**src/rtl/branch_predictor_pkg.sv**
```systemverilog
// branch_predictor_pkg: shared sizing defaults, counter reset value and debug snapshot type
`ifndef BP_BHT_IDX_BITS
`define BP_BHT_IDX_BITS 4
`endif
`ifndef BP_HISTORY_BITS
`define BP_HISTORY_BITS 4
`endif
`ifndef BP_CTR_SZ
`define BP_CTR_SZ 2
`endif
`ifndef BP_MODE
`define BP_MODE 0
`endif
package branch_predictor_pkg;
  localparam int BP_BHT_IDX_BITS_D = `BP_BHT_IDX_BITS;
  localparam int BP_HISTORY_BITS_D = `BP_HISTORY_BITS;
  localparam int BP_CTR_SZ_D = `BP_CTR_SZ;
  localparam int BP_MODE_D = `BP_MODE;
  localparam logic [BP_CTR_SZ_D-1:0] BP_CTR_RESET = BP_CTR_SZ_D'((1 << (BP_CTR_SZ_D - 1)) - 1);
  typedef struct packed {
    logic [(1 << BP_BHT_IDX_BITS_D)-1:0][BP_HISTORY_BITS_D-1:0] bht;
    logic [(1 << BP_HISTORY_BITS_D)-1:0][BP_CTR_SZ_D-1:0] pht;
    logic [BP_HISTORY_BITS_D-1:0] ghr;
  } bp_debug_t;
endpackage

```
**src/rtl/branch_predictor_if.sv**
```systemverilog
// branch_predictor_if: fetch-side lookup and retire-side update bundle
interface branch_predictor_if #(
  parameter int N_PRED = 2,
  parameter int N_UPD = 2
);
  logic [N_PRED-1:0] pred_valid;
  logic [N_PRED-1:0][31:0] pred_pc;
  logic [N_PRED-1:0] pred_taken;
  logic [N_UPD-1:0] upd_valid;
  logic [N_UPD-1:0][31:0] upd_pc;
  logic [N_UPD-1:0] upd_taken;
  modport master (output pred_valid, pred_pc, upd_valid, upd_pc, upd_taken, input pred_taken);
  modport slave (input pred_valid, pred_pc, upd_valid, upd_pc, upd_taken, output pred_taken);
endinterface

```
**src/rtl/sat_counter_next.sv**
```systemverilog
// sat_counter_next: saturating increment/decrement of a CTR_SZ-bit counter
module sat_counter_next #(
  parameter int CTR_SZ = 2
) (
  input  logic [CTR_SZ-1:0] ctr,
  input  logic              up,
  output logic [CTR_SZ-1:0] nxt
);
  assign nxt = up ? ((&ctr) ? ctr : ctr + 1'b1) : ((|ctr) ? ctr - 1'b1 : ctr);
endmodule

```
**src/rtl/branch_predictor.sv**
```systemverilog
// branch_predictor: multi-port two-level direction predictor, local history or gshare
module branch_predictor
  import branch_predictor_pkg::*;
#(
  parameter int N_PRED = 2,
  parameter int N_UPD = 2,
  parameter int BHT_IDX_BITS = BP_BHT_IDX_BITS_D,
  parameter int HISTORY_BITS = BP_HISTORY_BITS_D,
  parameter int CTR_SZ = BP_CTR_SZ_D,
  parameter int MODE = BP_MODE_D
) (
  input logic clock,
  input logic reset,
  branch_predictor_if.slave bus
`ifdef DEBUG
  , output bp_debug_t bp_debug
`endif
);
  localparam int BHT_N = 1 << BHT_IDX_BITS;
  localparam int PHT_N = 1 << HISTORY_BITS;
  localparam logic [CTR_SZ-1:0] CTR_RST = CTR_SZ'((1 << (CTR_SZ - 1)) - 1);
  logic [BHT_N-1:0][HISTORY_BITS-1:0] bht_q, bht_d;
  logic [PHT_N-1:0][CTR_SZ-1:0] pht_q, pht_d;
  logic [HISTORY_BITS-1:0] ghr_q, ghr_d;
  function automatic logic [HISTORY_BITS-1:0] pht_idx(
    input logic [BHT_N-1:0][HISTORY_BITS-1:0] bht,
    input logic [HISTORY_BITS-1:0] ghr,
    input logic [31:0] pc
  );
    return (MODE != 0) ? ghr ^ pc[HISTORY_BITS+1:2] : bht[pc[BHT_IDX_BITS+1:2]];
  endfunction
  // lookups read registered tables only, so same-cycle updates are not visible
  always_comb begin
    bus.pred_taken = '0;
    for (int i = 0; i < N_PRED; i++)
      bus.pred_taken[i] = bus.pred_valid[i] & pht_q[pht_idx(bht_q, ghr_q, bus.pred_pc[i])][CTR_SZ-1];
  end
  genvar j;
  for (j = 0; j < N_UPD; j++) begin : s
    logic [BHT_N-1:0][HISTORY_BITS-1:0] bht_i, bht_o;
    logic [PHT_N-1:0][CTR_SZ-1:0] pht_i, pht_o;
    logic [HISTORY_BITS-1:0] ghr_i, ghr_o, idx, hist;
    logic [BHT_IDX_BITS-1:0] pci;
    logic [CTR_SZ-1:0] ctr_n;
    if (j == 0) begin : c
      assign {bht_i, pht_i, ghr_i} = {bht_q, pht_q, ghr_q};
    end else begin : c
      assign {bht_i, pht_i, ghr_i} = {s[j-1].bht_o, s[j-1].pht_o, s[j-1].ghr_o};
    end
    assign pci = bus.upd_pc[j][BHT_IDX_BITS+1:2];
    assign idx = pht_idx(bht_i, ghr_i, bus.upd_pc[j]);
    assign hist = (MODE != 0) ? ghr_i : bht_i[pci];
    sat_counter_next #(.CTR_SZ(CTR_SZ)) u_ctr (.ctr(pht_i[idx]), .up(bus.upd_taken[j]), .nxt(ctr_n));
    // layer this port's training on top of the state left by lower-numbered ports
    always_comb begin
      bht_o = bht_i;
      pht_o = pht_i;
      ghr_o = ghr_i;
      if (bus.upd_valid[j]) begin
        pht_o[idx] = ctr_n;
        if (MODE != 0) ghr_o = {hist[HISTORY_BITS-2:0], bus.upd_taken[j]};
        else bht_o[pci] = {hist[HISTORY_BITS-2:0], bus.upd_taken[j]};
      end
    end
  end
  assign {bht_d, pht_d, ghr_d} = {s[N_UPD-1].bht_o, s[N_UPD-1].pht_o, s[N_UPD-1].ghr_o};
  // table registers; reset leaves every counter weakly not-taken
  always_ff @(posedge clock or posedge reset) begin
    if (reset) begin
      bht_q <= '0;
      pht_q <= {PHT_N{CTR_RST}};
      ghr_q <= '0;
    end else begin
      bht_q <= bht_d;
      pht_q <= pht_d;
      ghr_q <= ghr_d;
    end
  end
`ifdef DEBUG
  assign bp_debug = {bht_q, pht_q, ghr_q};
`endif
endmodule

```
**src/flat_wrapper.sv**
```systemverilog
// flat-port wrapper written by rule: the top's interface ports become plain ports
module branch_predictor_flat import branch_predictor_pkg::*;
#(
  parameter int N_PRED = 2,
  parameter int N_UPD = 2,
  parameter int BHT_IDX_BITS = BP_BHT_IDX_BITS_D,
  parameter int HISTORY_BITS = BP_HISTORY_BITS_D,
  parameter int CTR_SZ = BP_CTR_SZ_D,
  parameter int MODE = BP_MODE_D
)
  (clock, reset, bus_pred_valid, bus_pred_pc, bus_upd_valid, bus_upd_pc, bus_upd_taken, bus_pred_taken);
  branch_predictor_if #(.N_PRED(N_PRED), .N_UPD(N_UPD)) bus_i ();
  input logic clock;
  input logic reset;
  input wire logic [$bits(bus_i.pred_valid)-1:0] bus_pred_valid;
  input wire logic [$bits(bus_i.pred_pc)-1:0] bus_pred_pc;
  input wire logic [$bits(bus_i.upd_valid)-1:0] bus_upd_valid;
  input wire logic [$bits(bus_i.upd_pc)-1:0] bus_upd_pc;
  input wire logic [$bits(bus_i.upd_taken)-1:0] bus_upd_taken;
  output wire logic [$bits(bus_i.pred_taken)-1:0] bus_pred_taken;
  assign bus_i.pred_valid = bus_pred_valid;
  assign bus_i.pred_pc = bus_pred_pc;
  assign bus_i.upd_valid = bus_upd_valid;
  assign bus_i.upd_pc = bus_upd_pc;
  assign bus_i.upd_taken = bus_upd_taken;
  assign bus_pred_taken = bus_i.pred_taken;
  branch_predictor #(.N_PRED(N_PRED), .N_UPD(N_UPD), .BHT_IDX_BITS(BHT_IDX_BITS), .HISTORY_BITS(HISTORY_BITS), .CTR_SZ(CTR_SZ), .MODE(MODE)) u_core (.clock(clock), .reset(reset), .bus(bus_i));
endmodule
```
**config.mk**
```make
export PLATFORM = sky130hd
export DESIGN_NAME = branch_predictor_flat
export DESIGN_NICKNAME = d
export VERILOG_FILES = /design/src/rtl/branch_predictor_pkg.sv /design/src/rtl/branch_predictor_if.sv /design/src/rtl/sat_counter_next.sv /design/src/rtl/branch_predictor.sv /design/src/flat_wrapper.sv
export SDC_FILE = /design/constraint.sdc
export NUM_CORES = 1
export LEC_CHECK = 0
export CAP_MARGIN = 20
export CORE_MARGIN = 8
export CORE_UTILIZATION = 32
export CTS_BUF_LIST = sky130_fd_sc_hd__clkbuf_16
export DETAILED_ROUTE_END_ITERATION = 16
export SETUP_SLACK_MARGIN = 0.3
export SYNTH_ARGS = -nofsm -noshare
export SYNTH_HDL_FRONTEND = slang
export SYNTH_SLANG_ARGS = --single-unit
```
**constraint.sdc**
```tcl
create_clock -name clock -period 5.24 [get_ports clock]
set_clock_uncertainty 0.05 [all_clocks]
set_input_delay 1.31 -clock clock [delete_from_list [all_inputs] [get_ports clock]]
set_output_delay 1.31 -clock clock [all_outputs]
set_load 0.02 [all_outputs]
```
==> flow_summary.toml, run 1 <==
[route]
wl_met2_mm = 16.10
wl_met1_mm = 14.26
first_pass_iters = 5
dr.first_iter.drc_count = 925
drc_errors = 0
via_per_inst = 5.972
wire_per_inst_um = 23.81
wl_mm = 34.96
topRoutingLayerUsed = "met4"
vias = 8767
postRouteAntennaNets = 0
wl_met3_mm = 2.878

[synth]
yosysWarnings = 0
synth_area_leaders = "dfrtp_1, mux4_2, mux2i_1, dfstp_2, mux2_2"
async_flop_share_pct = 100.0
seq_area_frac_synth_pct = 27.73
ys_ff_latch = 96
synth_common_cells = "mux2i_1, dfrtp_1, nor2_1"
yosysMostFrequentCell = "mux2i_1"
synthCells = 861
synthFlopType = "dfrtp_1"
netlist_area_sq_um = 8735
synth_edf_count = 0
synth.distinct_cells = 75
synth_top_cell_by_area = "dfrtp_1"
syn_area_per_cell_sq_um = 10.14
synth_nets = 997
synth_top_cell_area_share_pct = 22.92

[setup_path]
critPathRequiredTime_ps = 3880
arrival_ps = 3880
crit_fanout = 6
critPathKind = "primary input to output pin"
end_kind = "output pin"
critPathLaunchType = "primary input"

[placement]
dpl.hpwl_mm = 25.70
gp_congestion = 0.9778
io_buffers = 25
place_inst = 1417

[finish]
syn_to_final_growth_pct = 41.30
utilization_pct = 45.92
n_antenna_cell = 0
fin_nets = 1258
finalNonFillerCells = 1468
drive_gt1_share_pct = 47.20

[power]
p_clk_share_pct = 10.7
power_frac_seq_pct = 25.0
power_uw = 6188
switchingPower_uw = 2639
ir_worst_vdd_uv = 228.7
p_leak_uw = 0.005102
power_frac_comb_pct = 64.3
intPower_uw = 3549
power.density_nw_per_um2 = 501.4
p_sw_share_pct = 42.64

[die]
io_pins = 138
fp.dieW_um = 181.2
start_util_pct = 32.50
die_h_um = 181.2
fp-row-count = 60
core-area_sq_um = 26880
dieArea_sq_um = 32840

[timing]
maxSlewHeadroom_pct = 32.41
finalHoldViolations = 0
worstMarginPinSlew_ps = 1006
min_period_over_period_pct = 99.97
rsz0062_at_grt = "yes"
fmax_mhz = 190.9
drv_slew = 0
hold_slack_ps = 600.5
setup_viol = 0
finalCriticalPeriod_ps = 5238

[outcome]
status = "completed"

[grt]
grtUsageTotal_pct = 20.79
grt_start_max_net_pins = 75
grt_pass1_wl_mm = 52.79
antenna_found_initial = 0
gr-total-overflow = 0
grt_pass1_vias = 8698

[worst_hold_path]
min_path_type = "flop to flop"

[clock_network]
cts_buffer_depth = 2
insertion_delay_ps = 370
cts_max_level = 3
cts_tree = "done"
cts.sinks = 96
cts_hold_buffers = 0
cts_made_buffers = 9
clkSlewWorstSetupHoldPaths_ps = 70
cts_root_buf = "clkbuf_16"

[run]
cap_violations = 0
flip-flops by register name, indices dropped and copies added (netlist names):
| signal | cells |
|---|---|
| u_core.bht_q | 64 |
| u_core.pht_q | 32 |
worst max-delay path, cell delays in order:
cell     delay [ps]
buf_8            70
buf_12          110
mux4_2          560
mux4_2          610
mux2i_1         170
mux4_2          480
mux2i_1         160
buf_4           150
and2_4          130
buf_6           110
placed cells by master, fill, tap and decap left out, types with 10 or more instances in the layout:
| master | count |
|---|---|
| nand2b_1 | 13 |
| mux2_2 | 25 |
| buf_12 | 13 |
| dfrtp_1 | 80 |
| dfstp_2 | 16 |
| clkbuf_16 | 10 |
| nor3_1 | 16 |
| nor2b_1 | 10 |
| clkdlybuf4s50_1 | 13 |
| buf_4 | 249 |
| a21oi_1 | 37 |
| o21ai_0 | 30 |
| mux4_2 | 72 |
| inv_1 | 12 |
| nand3_1 | 15 |
| buf_6 | 24 |
| nor2_1 | 68 |
| nand2_2 | 11 |
| and2_1 | 11 |
| nand2_1 | 62 |
| mux2i_1 | 124 |
routing by layer:
layer,vias up,global-route usage (%)
met5,-,0
met4,0,10.50
met3,100,3.490
met2,473,32.88
met1,4370,27.09
li1,3824,-
stage by stage:
stage / setup WS (ps) / TNS, ps / area [sq um]
floorplan: 33.35 / 0 / 8792
global placement: -890.3 / -26940 / 11190
detailed placement: -908.6 / -27090 / 11190
CTS: 13.28 / 0 / 12010
global route: -26.26 / -45.65 / 12340
finish: 1.538 / 0 / 12340
power groups by stage:
stage	registers (uW)	clock network (uW)	logic (uW)
global route	1580	701	4190
detailed placement	1520	0	3310
global placement	1510	0	3260
finish	1540	662	3980
floorplan	1330	0	1980
CTS	1510	672	3710
layout make-up:
cell class	count	area [sq um]
Fill cell	2469	14530
Inverter	14	55.05
Clock inverter	7	56.30
Clock buffer	9	225.2
Sequential cell	96	2422
Timing Repair Buffer	311	2706
Multi-Input combinational cell	690	6450
Tap cell	341	426.7
worst paths after layout:
path	from	slack (ps)	cells after the start	endpoint
min in group asynchronous	reset	1480	2	u_core.pht_q[15]
hold reg to reg	u_core.pht_q[30]	600	4	u_core.pht_q[30]
setup reg to reg	u_core.bht_q[60]	740	17	u_core.pht_q[14]
hold / removal	u_core.pht_q[30]	600	4	u_core.pht_q[30]
setup / recovery	bus_pred_pc[2]	2	10	bus_pred_taken[0]
max in group asynchronous	reset	2750	3	u_core.bht_q[13]
cells by family (layout without fill, tap and decap cells):
family	Yosys count	in the layout	share of synthesized area [%]
and+or+nand+nor	282	282	16.37
muxes	235	237	39.01
AOI/OAI and AO/OA	162	162	12.03
DFF	96	96	27.73
buffers and inverters	77	341	3.825
adders and majority gates	6	6	0.7305
xor gates and xnor gates	3	3	0.3009
timing repair:
| item | 4_1_cts | 5_1_grt |
|---|---|---|
| setup buffers | 20 | 10 |
| setup endpoints to repair | 34 | 34 |
| resized for setup | 115 | 61 |
| hold endpoints to repair | 0 | 0 |
| pin swaps | 39 | 32 |
| cloned | 4 | 1 |
(Power assumes the default switching activity.)
==> run 2: changes to the inputs <==
--- a/config.mk
+++ b/config.mk
@@ -5,11 +5,11 @@
 export SDC_FILE = /design/constraint.sdc
 export NUM_CORES = 1
 export LEC_CHECK = 0
-export CAP_MARGIN = 20
 export CORE_MARGIN = 8
 export CORE_UTILIZATION = 32
 export CTS_BUF_LIST = sky130_fd_sc_hd__clkbuf_16
 export DETAILED_ROUTE_END_ITERATION = 16
+export GPL_TIMING_DRIVEN = 0
 export SETUP_SLACK_MARGIN = 0.3
 export SYNTH_ARGS = -nofsm -noshare
 export SYNTH_HDL_FRONTEND = slang
==> run 2 against run 1 <==
- the run now ends with setup timing left
- register-to-register slack got worse by 30 ps
- global-route usage decreased by 0.50 points
- utilization decreased by 4.2 points
- routed wire length is 0.86% lower
- critical path depth up 10
- die area unchanged
- sequential share of layout area increased by 2.0 points
- clock power grew 3%
- largest cell class unchanged
==> flow_summary.toml, run 2 (synthesis gave the netlist of run 1 again) <==
[finish]
regMostFlops = "u_core.bht_q"
finalNonFillerCells = 1322
syn_to_final_growth_pct = 28.39
drive_gt1_share_pct = 38.12
final_cell_mix = "mux2i_1, dfrtp_1, buf_4"
n_antenna_cell = 0
largest_reg_flops = 64
reg_top3 = "u_core.bht_q x64, u_core.pht_q x32"
nFillCells = 2517
fin_nets = 1112
layout_commonest_cell = "mux2i_1"

[worst_hold_path]
worstHoldEndpoint = "u_core.pht_q[30]"
hold_depth = 4
hp-start = "u_core.pht_q[30]"
min_path_type = "flop to flop"

[route]
via_per_inst = 6.474
wl_mm = 34.66
vias = 8559
first_pass_iters = 8
postRouteAntennaNets = 0
drc_errors = 0
wire_per_inst_um = 26.22
dr.first_iter.drc_count = 1247

[clock_network]
cts_tree = "done"
cts_made_buffers = 9
cts_hold_buffers = 0
cts.sinks = 96
clkSlewWorstSetupHoldPaths_ps = 60
cts_buffer_depth = 2
insertion_delay_ps = 370
cts_max_level = 3
cts_root_buf = "clkbuf_16"

[timing]
fmax_mhz = 190.6
finalCriticalPeriod_ps = 5246
drv_slew = 0
rsz0062_at_grt = "yes"
finalWorstSetupSlack_ps = -6.076
worstMarginPinSlew_ps = 1066
min_period_over_period_pct = 100.1
hold_slack_ps = 583.9
setup_viol = 5
finalHoldViolations = 0
maxSlewHeadroom_pct = 28.39

[die]
dieArea_sq_um = 32840
fp.dieW_um = 181.2
core-area_sq_um = 26880
die_h_um = 181.2
start_util_pct = 32.50
io_pins = 138
fp-row-count = 60

[grt]
grt_pass1_wl_mm = 51.53
grtUsageTotal_pct = 20.29
grt_pass1_vias = 8340
antenna_found_initial = 0
grt_start_max_net_pins = 58
gr-total-overflow = 0

[setup_path]
crit_buf_inv = 7
critPathKind = "primary input to flop"
slowest_stage = "mux4_2"
critPathMaxStageDelay_ps = 540
end_kind = "flop"
r2r-start = "u_core.bht_q[60]"
crit_fanout = 7
path_delay_family = "multiplexers"
critPathLaunchType = "primary input"
cp_cell_sequence = "buf_12 > buf_12 > mux4_2 > o22ai_4 > nor3b_4 > nor2_4 > buf_6 > mux4_2 > nand2_2 > nand4_1 > maj3_2 > buf_8 > buf_4 > o21ai_0 > a31oi_1 > nor4b_2 > maj3_2 > buf_4 > buf_16 > mux2i_1"
r2r_setup_slack_ps = 710
timing.rr.end = "u_core.pht_q[29]"
critPathRequiredTime_ps = 5430
r2r_cells = 18
arrival_ps = 5430

[power]
p_leak_uw = 0.004376
power_uw = 5737
power.density_nw_per_um2 = 511.6
ir_worst_vdd_uv = 236.8

[run]
cap_violations = 0

[placement]
gp_congestion = 0.9934
io_buffers = 18
dpl.hpwl_mm = 24.13
place_inst = 1221

[outcome]
status = "finished, violations left"
failed_checks = "setup timing"
## run 2: how the worst max path moves through the flow
stage	to	cells past startpoint	from	slack (ps)
after detailed placement	u_core.pht_q[17]	19	bus_upd_pc[3]	-1900
after global routing	u_core.pht_q[17]	19	bus_upd_pc[5]	-150
after global placement	u_core.pht_q[15]	19	bus_upd_pc[3]	-1970
after CTS	bus_pred_taken[1]	9	bus_pred_pc[34]	70
final	u_core.pht_q[29]	20	bus_upd_pc[2]	-6
after floorplan	u_core.pht_q[20]	16	bus_upd_pc[2]	30
## run 2: power breakdown
part	switching (uW)	internal, uW	total, uW
sequential	412	1100	1510
combinational	1780	1760	3540
clock	316	366	681
total	2510	3230	5740
## run 2: worst register-to-register path, stage by stage, from the launching register on
cell and delay [ps]:
dfrtp_1 460, mux4_2 540, o22ai_4 230, nor3b_4 90, nor2_4 170, buf_6 160, mux4_2 540, nand2_2 80
nand4_1 110, maj3_2 370, buf_8 150, buf_4 130, o21ai_0 160, a31oi_1 170, nor4b_2 330, maj3_2 320
buf_4 150, buf_16 120, mux2i_1 60
## run 2: repair_timing
| item | CTS | global route |
|---|---|---|
| pin swaps | 37 | 25 |
| endpoints found under the setup margin | 75 | 34 |
| setup buffers | 65 | 13 |
| gates cloned | 6 | 1 |
| resized for setup | 207 | 51 |
## run 2: layout make-up
| class | count | area [sq um] | share of cell area (%) |
|---|---|---|---|
| tap | 341 | 426.7 | 3.805 |
| inverter | 14 | 62.56 | 0.5578 |
| clock inverter | 7 | 63.81 | 0.5690 |
| multi-input combinational | 688 | 6439 | 57.41 |
| sequential | 96 | 2422 | 21.60 |
| clock buffer | 9 | 225.2 | 2.008 |
| buffer | 63 | 565.5 | 5.043 |
| timing repair buffer | 104 | 1010 | 9.004 |
## run 2: per-stage QoR
stage	setup TNS, ps	setup slack (ps)	cell area [sq um]	utilization (%)
finish	-24.20	-6.076	11210	41.73
global route	-3014	-154.8	11210	41.73
CTS	0	70.20	10950	40.75
detailed placement	-88750	-1896	9422	35.06
global placement	-123720	-1973	9399	34.97
floorplan	0	33.35	8792	-
## run 2: layer usage
layer  up-vias  global-route usage, %  routed length [um]
li1       3544                      -                   -
met3       145                  5.376                4075
met4         0                  9.970                1866
met2       618                  31.05               15360
met5         -                      0                   0
met1      4252                  26.18               13360
==> run 3: changes to the inputs <==
--- a/config.mk
+++ b/config.mk
@@ -6,7 +6,7 @@
 export NUM_CORES = 1
 export LEC_CHECK = 0
 export CORE_MARGIN = 8
-export CORE_UTILIZATION = 32
+export CORE_UTILIZATION = 35
 export CTS_BUF_LIST = sky130_fd_sc_hd__clkbuf_16
 export DETAILED_ROUTE_END_ITERATION = 16
 export GPL_TIMING_DRIVEN = 0
==> run 3 against run 2 <==
- the flow still finishes with violations (setup timing)
- power fell by 3.5%
- utilization rose by 2.6 points
- sequential power barely moved
- die area fell by 7.8%
- final area fell by 2.0%
- critical path depth fell by 1
- maximum frequency fell by 0.35%
- combinational power fell by 4%
- sequential cell count did not move
- largest cell class unchanged
==> flow_summary.toml, run 3 (synthesis gave the netlist of run 1 again) <==
[die]
io_pins = 138
start_util_pct = 35.19
fp-row-count = 58
fp.dieW_um = 174.0
core-area_sq_um = 24820
die_h_um = 174.0
dieArea_sq_um = 30270

[timing]
rsz0062_at_grt = "yes"
fmax_mhz = 189.9
finalHoldViolations = 0
worstMarginPinSlew_ps = 1148
min_period_over_period_pct = 100.5
finalWorstSetupSlack_ps = -24.67
maxSlewHeadroom_pct = 22.90
finalCriticalPeriod_ps = 5265
drv_slew = 0
setup_viol = 10

[setup_path]
critPathKind = "primary input to flop"
path_delay_family = "simple AND/OR/NAND/NOR gates"
arrival_ps = 5500
critPathMaxStageDelay_ps = 490
r2r-start = "u_core.bht_q[60]"
slowest_stage = "or4_1"
end_kind = "flop"
crit_fanout = 7
cp_cell_sequence = "clkdlybuf4s15_2 > or2_0 > clkbuf_8 > buf_4 > nor3_1 > a21oi_1 > o211ai_1 > nand4_1 > or2_4 > and2_1 > clkbuf_4 > and3_1 > nor4_2 > a21oi_2 > or4_1 > maj3_2 > buf_6 > buf_16 > mux2i_4"
critPathLaunch = "bus_upd_pc[3]"
critPathRequiredTime_ps = 5480
crit_buf_inv = 6
critPathLaunchType = "primary input"

[clock_network]
cts_root_buf = "clkbuf_16"
cts.sinks = 96
insertion_delay_ps = 370
cts_buffer_depth = 2
cts_tree = "done"
clkSlewWorstSetupHoldPaths_ps = 60
cts_hold_buffers = 0
cts_made_buffers = 9
cts_max_level = 3

[route]
postRouteAntennaNets = 0
vias = 8296
via_per_inst = 6.421
dr.first_iter.drc_count = 1027
drc_errors = 0
first_pass_iters = 7
wire_per_inst_um = 26.70
wl_mm = 34.49

[finish]
finalNonFillerCells = 1292
reg_top3 = "u_core.bht_q x64, u_core.pht_q x32"
largest_reg_flops = 64
syn_to_final_growth_pct = 25.88
fin_nets = 1093
layout_commonest_cell = "mux2i_1"
n_antenna_cell = 0
drive_gt1_share_pct = 36.38
final_area_sq_um = 11000
regMostFlops = "u_core.bht_q"
final_cell_mix = "mux2i_1, dfrtp_1, mux4_2"
nFillCells = 2340

[outcome]
failed_checks = "setup timing"
status = "finished, violations left"

[power]
power_frac_comb_pct = 61.4
p_sw_share_pct = 43.96
power_frac_seq_pct = 27.1
p_leak_uw = 0.004285
p_clk_share_pct = 11.5
ir_worst_vdd_uv = 229.5
power.density_nw_per_um2 = 503.4
intPower_uw = 3102
switchingPower_uw = 2433

[worst_hold_path]
hp-start = "u_core.pht_q[30]"
min_path_type = "flop to flop"

[placement]
dpl.hpwl_mm = 24.80
gp_congestion = 0.9545
place_inst = 1210
io_buffers = 18
dpl_cell_area_sq_um = 9415

[grt]
antenna_found_initial = 0
grt_pass1_vias = 8249
grt_start_max_net_pins = 64
gr-total-overflow = 0
grtUsageTotal_pct = 22.69
grt_pass1_wl_mm = 52.53

[run]
cap_violations = 0
==> run 3: repair_timing <==
action / 4_1_cts / 5_1_grt
hold endpoints to repair: 0 / 0
buffers inserted: 57 / 4
pin swaps: 35 / 25
gates resized for setup: 210 / 36
gates cloned: 5 / 0
endpoints found under the setup margin: 75 / 34
==> run 3: cell type report <==
class,count,area [sq um],share of cell area (%)
plain buffers,63,576.8,5.246
repair buffers,85,825.8,7.510
flip-flops and latches,96,2422,22.03
multi-input cells,688,6435,58.52
well taps,330,412.9,3.755
inverters,14,58.81,0.5348
clock buffers,9,225.2,2.048
clock inverters,7,38.79,0.3528
==> run 3: final timing paths <==
path                                    endpoint  depth (start not counted)  slack, ps
worst max-delay path            u_core.pht_q[20]                         19        -20
worst min-delay path            u_core.pht_q[30]                          4        580
worst max register to register  u_core.pht_q[14]                         18        690
worst min register to register  u_core.pht_q[30]                          4        580
max in group asynchronous       u_core.pht_q[26]                          3       3110
min in group asynchronous       u_core.bht_q[29]                          2       1270
==> run 3: layer usage <==
metal	wire length [um]	up-vias	share of wire [%]	GRT usage (%)
li1	-	3508	-	-
met1	13780	4159	40	30.29
met2	15110	530	44	33.12
met3	3893	99	11	6.401
met4	1707	0	4.9	11.40
met5	0	-	0	0
==> run 3: through the flow <==
stage	hold WS (ps)	TNS (ps)	utilization, %	setup WS, ps	total power [uW]
2_1_floorplan	514.7	0	-	33.35	3313
3_3_place_gp	571.6	-126550	37.82	-1977	4128
4_1_cts	573.6	0	43.76	85.29	5328
6_report	578.5	-142.7	44.30	-24.67	5535
3_5_place_dp	563.2	-93380	37.94	-1946	4144
5_1_grt	603.9	-3054	44.30	-150.9	5807
==> run 3: power groups by stage <==
stage / clock network, uW / registers, uW / logic (uW)
floorplan: 0 / 1330 / 1980
global placement: 0 / 1490 / 2640
detailed placement: 0 / 1490 / 2660
CTS: 648 / 1480 / 3200
global route: 677 / 1540 / 3590
finish: 636 / 1500 / 3400
==> run 3: tightest hold or removal path, stage by stage, from the launching register on <==
cell     delay [ps]
dfstp_2         380
nand2_1          50
o21ai_0          70
nand2_1          80
o21ai_2          50
